File: src/rtl/instruction_queue_if.sv
`default_nettype none
// ---------------------------------------------------------------------------
// instruction_queue_if : fetch/decode side signals of the instruction queue
// Revision 1.0
// ---------------------------------------------------------------------------
interface instruction_queue_if #(
   parameter int DEPTH = 4
);
   localparam int OCC_W = $clog2(DEPTH) + 1;

   logic              fetchPush;
   logic [31:0]       fetchInstruction;
   logic [29:0]       fetchProgramCounter;
   logic [29:0]       fetchLinkAddress;
   logic              fetchValidInstruction;
   logic              fetchHold;
   logic              flush;
   logic              decodeStall;
   logic [31:0]       instruction;
   logic [29:0]       programCounter;
   logic [29:0]       linkAddress;
   logic              validInstruction;
   logic              instructionAvailable;
   logic [OCC_W-1:0]  occupancy;

   modport master (
      output fetchPush, fetchInstruction, fetchProgramCounter, fetchLinkAddress,
             fetchValidInstruction, flush, decodeStall,
      input  fetchHold, instruction, programCounter, linkAddress,
             validInstruction, instructionAvailable, occupancy
   );

   modport slave (
      input  fetchPush, fetchInstruction, fetchProgramCounter, fetchLinkAddress,
             fetchValidInstruction, flush, decodeStall,
      output fetchHold, instruction, programCounter, linkAddress,
             validInstruction, instructionAvailable, occupancy
   );
endinterface
`default_nettype wire

File: src/rtl/instruction_queue.sv
`default_nettype none
// ---------------------------------------------------------------------------
// instruction_queue : circular-buffer FIFO decoupling fetch from decode
// Revision 1.0
// ---------------------------------------------------------------------------
module instruction_queue #(
   parameter int          DEPTH           = 4,
   parameter logic [31:0] NOP_INSTRUCTION = 32'h1500FFFF
) (
   input  logic               cpuClock,
   input  logic               cpuResetN,
   instruction_queue_if.slave q
);
   localparam int PTR_W   = $clog2(DEPTH);
   localparam int OCC_W   = PTR_W + 1;
   localparam int ENTRY_W = 32 + 30 + 30 + 1;

   logic [ENTRY_W-1:0] mem_q [DEPTH];
   logic [PTR_W-1:0]   rd_ptr_q, rd_ptr_d;
   logic [PTR_W-1:0]   wr_ptr_q, wr_ptr_d;
   logic [OCC_W-1:0]   occ_q, occ_d;
   logic               avail, full, pop, push, hold;
   logic [ENTRY_W-1:0] head;

   // Hold drops combinationally when decode consumes, so a full queue can
   // accept and release an entry in the same cycle.
   always_comb begin
      avail = (occ_q != '0);
      full  = (occ_q == OCC_W'(DEPTH));
      pop   = avail & ~q.decodeStall & ~q.flush;
      hold  = full & ~pop;
      push  = q.fetchPush & ~hold & ~q.flush;
   end

   always_comb begin
      rd_ptr_d = rd_ptr_q;
      wr_ptr_d = wr_ptr_q;
      occ_d    = occ_q;
      if (q.flush) begin
         rd_ptr_d = '0;
         wr_ptr_d = '0;
         occ_d    = '0;
      end else begin
         rd_ptr_d = rd_ptr_q + PTR_W'(pop);
         wr_ptr_d = wr_ptr_q + PTR_W'(push);
         occ_d    = occ_q + OCC_W'(push) - OCC_W'(pop);
      end
   end

   always_ff @(posedge cpuClock or negedge cpuResetN) begin
      if (!cpuResetN) begin
         rd_ptr_q <= '0;
         wr_ptr_q <= '0;
         occ_q    <= '0;
      end else begin
         rd_ptr_q <= rd_ptr_d;
         wr_ptr_q <= wr_ptr_d;
         occ_q    <= occ_d;
      end
   end

   always_ff @(posedge cpuClock) begin
      if (push) begin
         mem_q[wr_ptr_q] <= {q.fetchInstruction, q.fetchProgramCounter,
                             q.fetchLinkAddress, q.fetchValidInstruction};
      end
   end

   always_comb begin
      head                   = mem_q[rd_ptr_q];
      q.fetchHold            = hold;
      q.instructionAvailable = avail;
      q.occupancy            = occ_q;
      q.instruction          = NOP_INSTRUCTION;
      q.programCounter       = '0;
      q.linkAddress          = '0;
      q.validInstruction     = 1'b1;
      if (avail) begin
         q.instruction      = head[92:61];
         q.programCounter   = head[60:31];
         q.linkAddress      = head[30:1];
         q.validInstruction = head[0];
      end
   end

   a_no_push_on_hold: assert property (@(posedge cpuClock) disable iff (!cpuResetN)
      !(q.fetchPush && q.fetchHold))
      else $warning("instruction_queue: fetchPush while fetchHold, entry dropped");

endmodule
`default_nettype wire
File: src/flat_wrapper.sv
// flat-port wrapper written by rule: the top's interface ports become plain ports
module instruction_queue_flat 
#(
   parameter int          DEPTH           = 4,
   parameter logic [31:0] NOP_INSTRUCTION = 32'h1500FFFF
)
  (cpuClock, cpuResetN, q_fetchPush, q_fetchInstruction, q_fetchProgramCounter, q_fetchLinkAddress, q_fetchValidInstruction, q_flush, q_decodeStall, q_fetchHold, q_instruction, q_programCounter, q_linkAddress, q_validInstruction, q_instructionAvailable, q_occupancy);
  instruction_queue_if #(.DEPTH(DEPTH)) q_i ();
  input  logic cpuClock;
  input  logic cpuResetN;
  input wire logic [$bits(q_i.fetchPush)-1:0] q_fetchPush;
  input wire logic [$bits(q_i.fetchInstruction)-1:0] q_fetchInstruction;
  input wire logic [$bits(q_i.fetchProgramCounter)-1:0] q_fetchProgramCounter;
  input wire logic [$bits(q_i.fetchLinkAddress)-1:0] q_fetchLinkAddress;
  input wire logic [$bits(q_i.fetchValidInstruction)-1:0] q_fetchValidInstruction;
  input wire logic [$bits(q_i.flush)-1:0] q_flush;
  input wire logic [$bits(q_i.decodeStall)-1:0] q_decodeStall;
  output wire logic [$bits(q_i.fetchHold)-1:0] q_fetchHold;
  output wire logic [$bits(q_i.instruction)-1:0] q_instruction;
  output wire logic [$bits(q_i.programCounter)-1:0] q_programCounter;
  output wire logic [$bits(q_i.linkAddress)-1:0] q_linkAddress;
  output wire logic [$bits(q_i.validInstruction)-1:0] q_validInstruction;
  output wire logic [$bits(q_i.instructionAvailable)-1:0] q_instructionAvailable;
  output wire logic [$bits(q_i.occupancy)-1:0] q_occupancy;
  assign q_i.fetchPush = q_fetchPush;
  assign q_i.fetchInstruction = q_fetchInstruction;
  assign q_i.fetchProgramCounter = q_fetchProgramCounter;
  assign q_i.fetchLinkAddress = q_fetchLinkAddress;
  assign q_i.fetchValidInstruction = q_fetchValidInstruction;
  assign q_i.flush = q_flush;
  assign q_i.decodeStall = q_decodeStall;
  assign q_fetchHold = q_i.fetchHold;
  assign q_instruction = q_i.instruction;
  assign q_programCounter = q_i.programCounter;
  assign q_linkAddress = q_i.linkAddress;
  assign q_validInstruction = q_i.validInstruction;
  assign q_instructionAvailable = q_i.instructionAvailable;
  assign q_occupancy = q_i.occupancy;
  instruction_queue #(.DEPTH(DEPTH), .NOP_INSTRUCTION(NOP_INSTRUCTION)) u_core (.cpuClock(cpuClock), .cpuResetN(cpuResetN), .q(q_i));
endmodule
File: config.mk
export PLATFORM = sky130hd
export DESIGN_NAME = instruction_queue_flat
export DESIGN_NICKNAME = d
export VERILOG_FILES = /design/src/rtl/instruction_queue_if.sv /design/src/rtl/instruction_queue.sv /design/src/flat_wrapper.sv
export SDC_FILE = /design/constraint.sdc
export NUM_CORES = 1
export LEC_CHECK = 0
export ABC_AREA = 1
export ABC_CLOCK_PERIOD_IN_PS = 16100
export CAP_MARGIN = 30
export CORE_AREA = 2 2 174 176
export DETAILED_ROUTE_END_ITERATION = 12
export DIE_AREA = 0 0 176 178
export PLACE_DENSITY_LB_ADDON = 0.08
export SLEW_MARGIN = 20
export SYNTH_ARGS = -nofsm -noshare
export SYNTH_HDL_FRONTEND = slang
export SYNTH_SLANG_ARGS = --single-unit
File: constraint.sdc
create_clock -name cpuClock -period 16.1 [get_ports cpuClock]
set_clock_uncertainty 0.1 [all_clocks]
set_input_delay 4.025 -clock cpuClock [delete_from_list [all_inputs] [get_ports cpuClock]]
set_output_delay 4.025 -clock cpuClock [all_outputs]
set_load 0.05 [all_outputs]
* Word level (Yosys, flattened, before mapping)
Memory sizes are Yosys's and may differ from the RTL's.
Cells that the tools add are included.
** Operators by class
- Reduce and logical (&&, ||, !) cells :: 1
- Bitwise logic cells :: 9
- Add/subtract/negate cells :: 4
- Equality and inequality tests :: 1
- Muxes and demuxes :: 9
** Operators with widths (count)
- $mux 30 :: 2
- $mux 32 :: 1
- $and 1x1->1 :: 5
- $add 2x1->2 :: 2
- $mux 2 :: 2
- $not 1->1 :: 4
- $add 3x1->3 :: 1
- $eq 3x3->1 const B :: 1
- $mux 1 :: 3
- $mux 3 :: 1
- $reduce_bool 3->1 :: 1
- $sub 3x1->3 :: 1
** Storage, ports and cells
- Output and inout bits :: 98
- Memories :: 1
- Input bits :: 98
- Register bits after elaboration :: 7
- Bits in writable memories :: 372
** Memory list
- u_core.mem_q :: depth 4, bits a word 93, read ports 1, clocked after Yosys merged registers in 0, wr ports 1, line instruction_queue.sv:18 : logic [ENTRY_W-1:0] mem_q [DEPTH];

* Logic depth before layout (Yosys ltp)
- Depth in word-level cells :: 11
- Gate-level depth with buffers :: 13

* Least setup slack after synthesis
No wires, ideal clock.
- Kind :: input to register
- Start point :: input q_flush
- End point :: memory u_core.mem_q[0][0] (netlist bit) (enable)
- Slack :: 7.224 ns
- Cell stages on the path :: 5
- Library setup time :: 0.545 ns
- Buffers on the path :: 0
- Arrival :: 8.231 ns
- Path through :: inv_1 nand2_1 nand3_1 nand2_1 nor2_1
** On the way
- Longest elaborated chain between the ends :: 9
** RTL lines
- start: declaration :: line flat_wrapper.sv:16 : input wire logic [$bits(q_i.flush)-1:0] q_flush;
- $not 1->1 (*) :: line instruction_queue.sv:30, instruction_queue.sv:32
- $and 1x1->1 :: line instruction_queue.sv:30 : pop = avail & ~q.decodeStall & ~q.flush;
- $not 1->1 :: line instruction_queue.sv:31 : hold = full & ~pop;
- $and 1x1->1 :: line instruction_queue.sv:31
- $not 1->1 :: line instruction_queue.sv:32 : push = q.fetchPush & ~hold & ~q.flush;
- $and 1x1->1 :: line instruction_queue.sv:32
- $and 1x1->1 (*) :: line instruction_queue.sv:32
- $mux 1 (*) :: line instruction_queue.sv:63 : if (push) begin
- $mux 1 (not written as such) (*) :: line instruction_queue.sv:64 : mem_q[wr_ptr_q] <= {q.fetchInstruction, q.fetchProgramCounter,
- end: declaration :: line instruction_queue.sv:18
Mark *: on every way between the ends. The rest lies on a longest branch, timed or not.

* Final worst setup path
- Start point :: input q_flush
- End point :: output q_fetchHold
** On the way
- Longest elaborated chain between the ends :: 4
** RTL lines
- $not 1->1 :: line instruction_queue.sv:30
- $and 1x1->1 :: line instruction_queue.sv:30
- $not 1->1 :: line instruction_queue.sv:31
- $and 1x1->1 :: line instruction_queue.sv:31
- end: declaration :: line flat_wrapper.sv:18 : output wire logic [$bits(q_i.fetchHold)-1:0] q_fetchHold;
No other way between the ends.

==> key figures <==
Detailed routing
  – Remaining DRCs: 0
  – Initial DRT Pass Iterations: 5
  – Final Routed Wirelength: 33570 um
  – Initial drt markers: 658
  – Vias after detailed routing: 10.32k
  – Post-route ant nets: 0
  – Routed len/inst: 16.30 um
  – Routed vias/inst: 5.011

Critical path
  – Reg2reg start: u_core.q.occupancy[1]
  – Cells along the critical path: clkdlybuf4s50_1 > inv_1 > nand2_1 > nand3_1 > inv_1 > clkdlybuf4s50_1
  – Biggest cell delay along the critical path: 0.79 ns
  – CP Max Fanout: 7
  – FF-to-FF path depth: 5
  – Slowest-stage cell, CP: clkdlybuf4s50_1
  – WP buf/inv: 4
  – Critical path arrival: 5.80 ns
  – Req. time, crit path: 11.98 ns
  – Flop-to-flop setup slack: 13.20 ns
  – Crit start category: input port
  – R2r endpoint: u_core.mem_q[1][46]
  – CP Capture Type: output pin
  – Kind of critical path: input port to output pin
  – Top cell family by delay on the critical path: buffers and inverters

Cells and area
  – Fin area: 19360 sq um
  – Filler instances: 2202
  – Final #Nets: 1749
  – Layout cells sized above 1: 4.379%
  – Layout area overhead: 21.26%
  – Fin cells: 2059
  – Area of the multi-input gates: 3070 sq um
  – Register area: 11350 sq um

STA
  – Setup-failing EPs final: 0
  – Tcrit/Tclk final: 61.65%
  – Slew Viols, Final: 0
  – Fin. Hold Viols: 0
  – Worst-margin pin slew: 0.9169 ns
  – Setup TNS: 0 ns
  – Tmin final: 9.925 ns
  – FMAX: 100.8 MHz
  – Worst slew margin: 38.87%
  – RSZ-0062 raised after global routing: false

CTS
  – CTS tree: built
  – TritonCTS Buffers: 39
  – Clk root buf: clkbuf_16
  – Post-cts resize count: 0
  – Post-CTS Setup Bufs: 0
  – Clock Sinks: 379
  – CTS clock-pin slew for the worst setup and hold paths: 0.05 ns
  – Clock Latency Late Sink: 0.51 ns
  – Htree depth: 2
  – Maximum clock path buffer count: 3
  – CTS Hold Bufs: 0

Place
  – Placed cell areas: 18190 sq um
  – Port bufs: 195
  – Placed cell count: 1995
  – GPL Wtd Cong: 0.7538
  – DP HPWL: 18300 um

Die
  – Core ar.: 29400 sq um
  – Num ports: 196
  – Die area: 31330 sq um
  – Row count: 63
  – Initial core utilization: 54.29%
  – Die Span Y: 178 um
  – Die X: 176 um

GRT
  – Vias in the first global route: 10.07k
  – Tot GR Track Use: 21.51%
  – Initial antenna violation count: 2
  – First-pass GRT wire length: 51960 um
  – Global route total overflow: 0
  – Largest net degree at the start of global routing: 88

Worst hold path
  – Min-Delay Startpoint: u_core.wr_ptr_q[1]
  – Hold path depth: 2
  – Worst hold path endpoint: u_core.wr_ptr_q[1]
  – Hold Path Class: flop to flop

Job
  – MaxCap Viol Count: 0

Synthesis
  – Flops & latches, synth: 379
  – Syn Std Cell Area: 15960 sq um
  – Syn_nets: 1569
  – Biggest area consumer among synthesized cells: edfxtp_1
  – Synth Area per Inst: 10.89 sq um
  – Sequential element share of the synthesized area: 71.08%
  – Largest cells by area after synthesis: edfxtp_1, nand2_1, inv_1
  – Netlist cell types: 18
  – Share of the synthesized area in the top cell type: 69.98%
  – Cell count after synthesis: 1466
  – Synthesis Warnings: 0

Power
  – Lkg Pwr: 7.994 nW
  – Worst VDD drop: 0.1403 mV
  – P per Cell Area: 162.5 nW/um^2

Outcome
  – Status: finished clean
[sequential cells by signal, summed over array words and instances (netlist names)]
signal / flops
u_core.mem_q: 372
u_core.q.occupancy: 3
u_core.rd_ptr_q: 2
u_core.wr_ptr_q: 2
[metal layers]
layer  part of all wire [%]  wire, um  GRT usage [%]
met1                     42     14250          26.78
met2                     50     16710          38.30
met3                    5.8      1945          4.518
met4                    2.0       661          5.957
met5                      0         0              0
[tightest hold or removal path, cell delays in order, from the launching register on]
cell     delay, ns
dfrtp_1       0.39
xnor2_1       0.09
nor2_1        0.08
[how the worst max path moves through the flow]
stage             from  cells after the start                 end  slack (ns)
5_1_grt        q_flush                      6         q_fetchHold        6.10
6_report       q_flush                      6         q_fetchHold        6.17
3_3_place_gp   q_flush                      6         q_fetchHold        6.21
2_1_floorplan  q_flush                      5  u_core.mem_q[0][0]        7.22
4_1_cts        q_flush                      6         q_fetchHold        6.18
3_5_place_dp   q_flush                      6         q_fetchHold        6.19
[where the power goes]
part | total, mW | internal, mW | switching (mW)
clock network | 0.826 | 0.491 | 0.335
logic | 1.17 | 0.339 | 0.832
registers | 1.15 | 1.13 | 0.0194
total | 3.15 | 1.96 | 1.19
[final cells by class]
type	count	share of cell area, %
sequential	379	58.65
timing repair buffer	211	10.87
tap	390	2.521
inverter	310	6.044
multi-input combinational	705	15.86
clock inverter	14	0.5882
clock buffer	48	5.436
antenna	2	0.02585
[cell families after synthesis]
| logic type | after synthesis | share of synthesized area (%) |
|---|---|---|
| DFF | 379 | 71.08 |
| xor gates and xnor gates | 1 | 0.05488 |
| AOI/OAI and AO/OA | 76 | 2.383 |
| adders and majority gates | 5 | 0.4390 |
| and+or+nand+nor | 623 | 16.12 |
| buffers and inverters | 382 | 9.923 |
[through the flow]
stage          utilization [%]  setup WS (ns)  hold slack (ns)  total power, mW
2_1_floorplan                -          7.224           0.4497            1.945
3_5_place_dp             61.85          6.192           0.4877            2.346
4_1_cts                  65.82          6.177           0.5040            3.171
3_3_place_gp             61.69          6.215           0.4950            2.327
5_1_grt                  65.83          6.096           0.5349            3.276
6_report                 65.84          6.175           0.5001            3.145
[cell usage in the layout (no fill, tap or decap), types with 7 or more instances in the layout]
cell type | netlist | final
nand2_1 | 421 | 421
buf_4 | 8 | 14
nor2_1 | 14 | 9
nand3_1 | 188 | 188
inv_1 | 308 | 308
edfxtp_1 | 372 | 372
clkbuf_16 | 0 | 41
clkinv_1 | 0 | 7
clkdlybuf4s50_1 | 0 | 195
clkbuf_1 | 13 | 7
a21oi_1 | 75 | 75
[cells in the mapped netlist, drive strengths merged]
cell type    n
nand2      421
edfxtp     372
inv        310
nand3      188
a21oi       75
buf         59
nor2        14
clkbuf      13
dfrtp        7
ha           4
fa           1
o21ai        1
xnor2        1
Power figures use the tool's default switching activity.
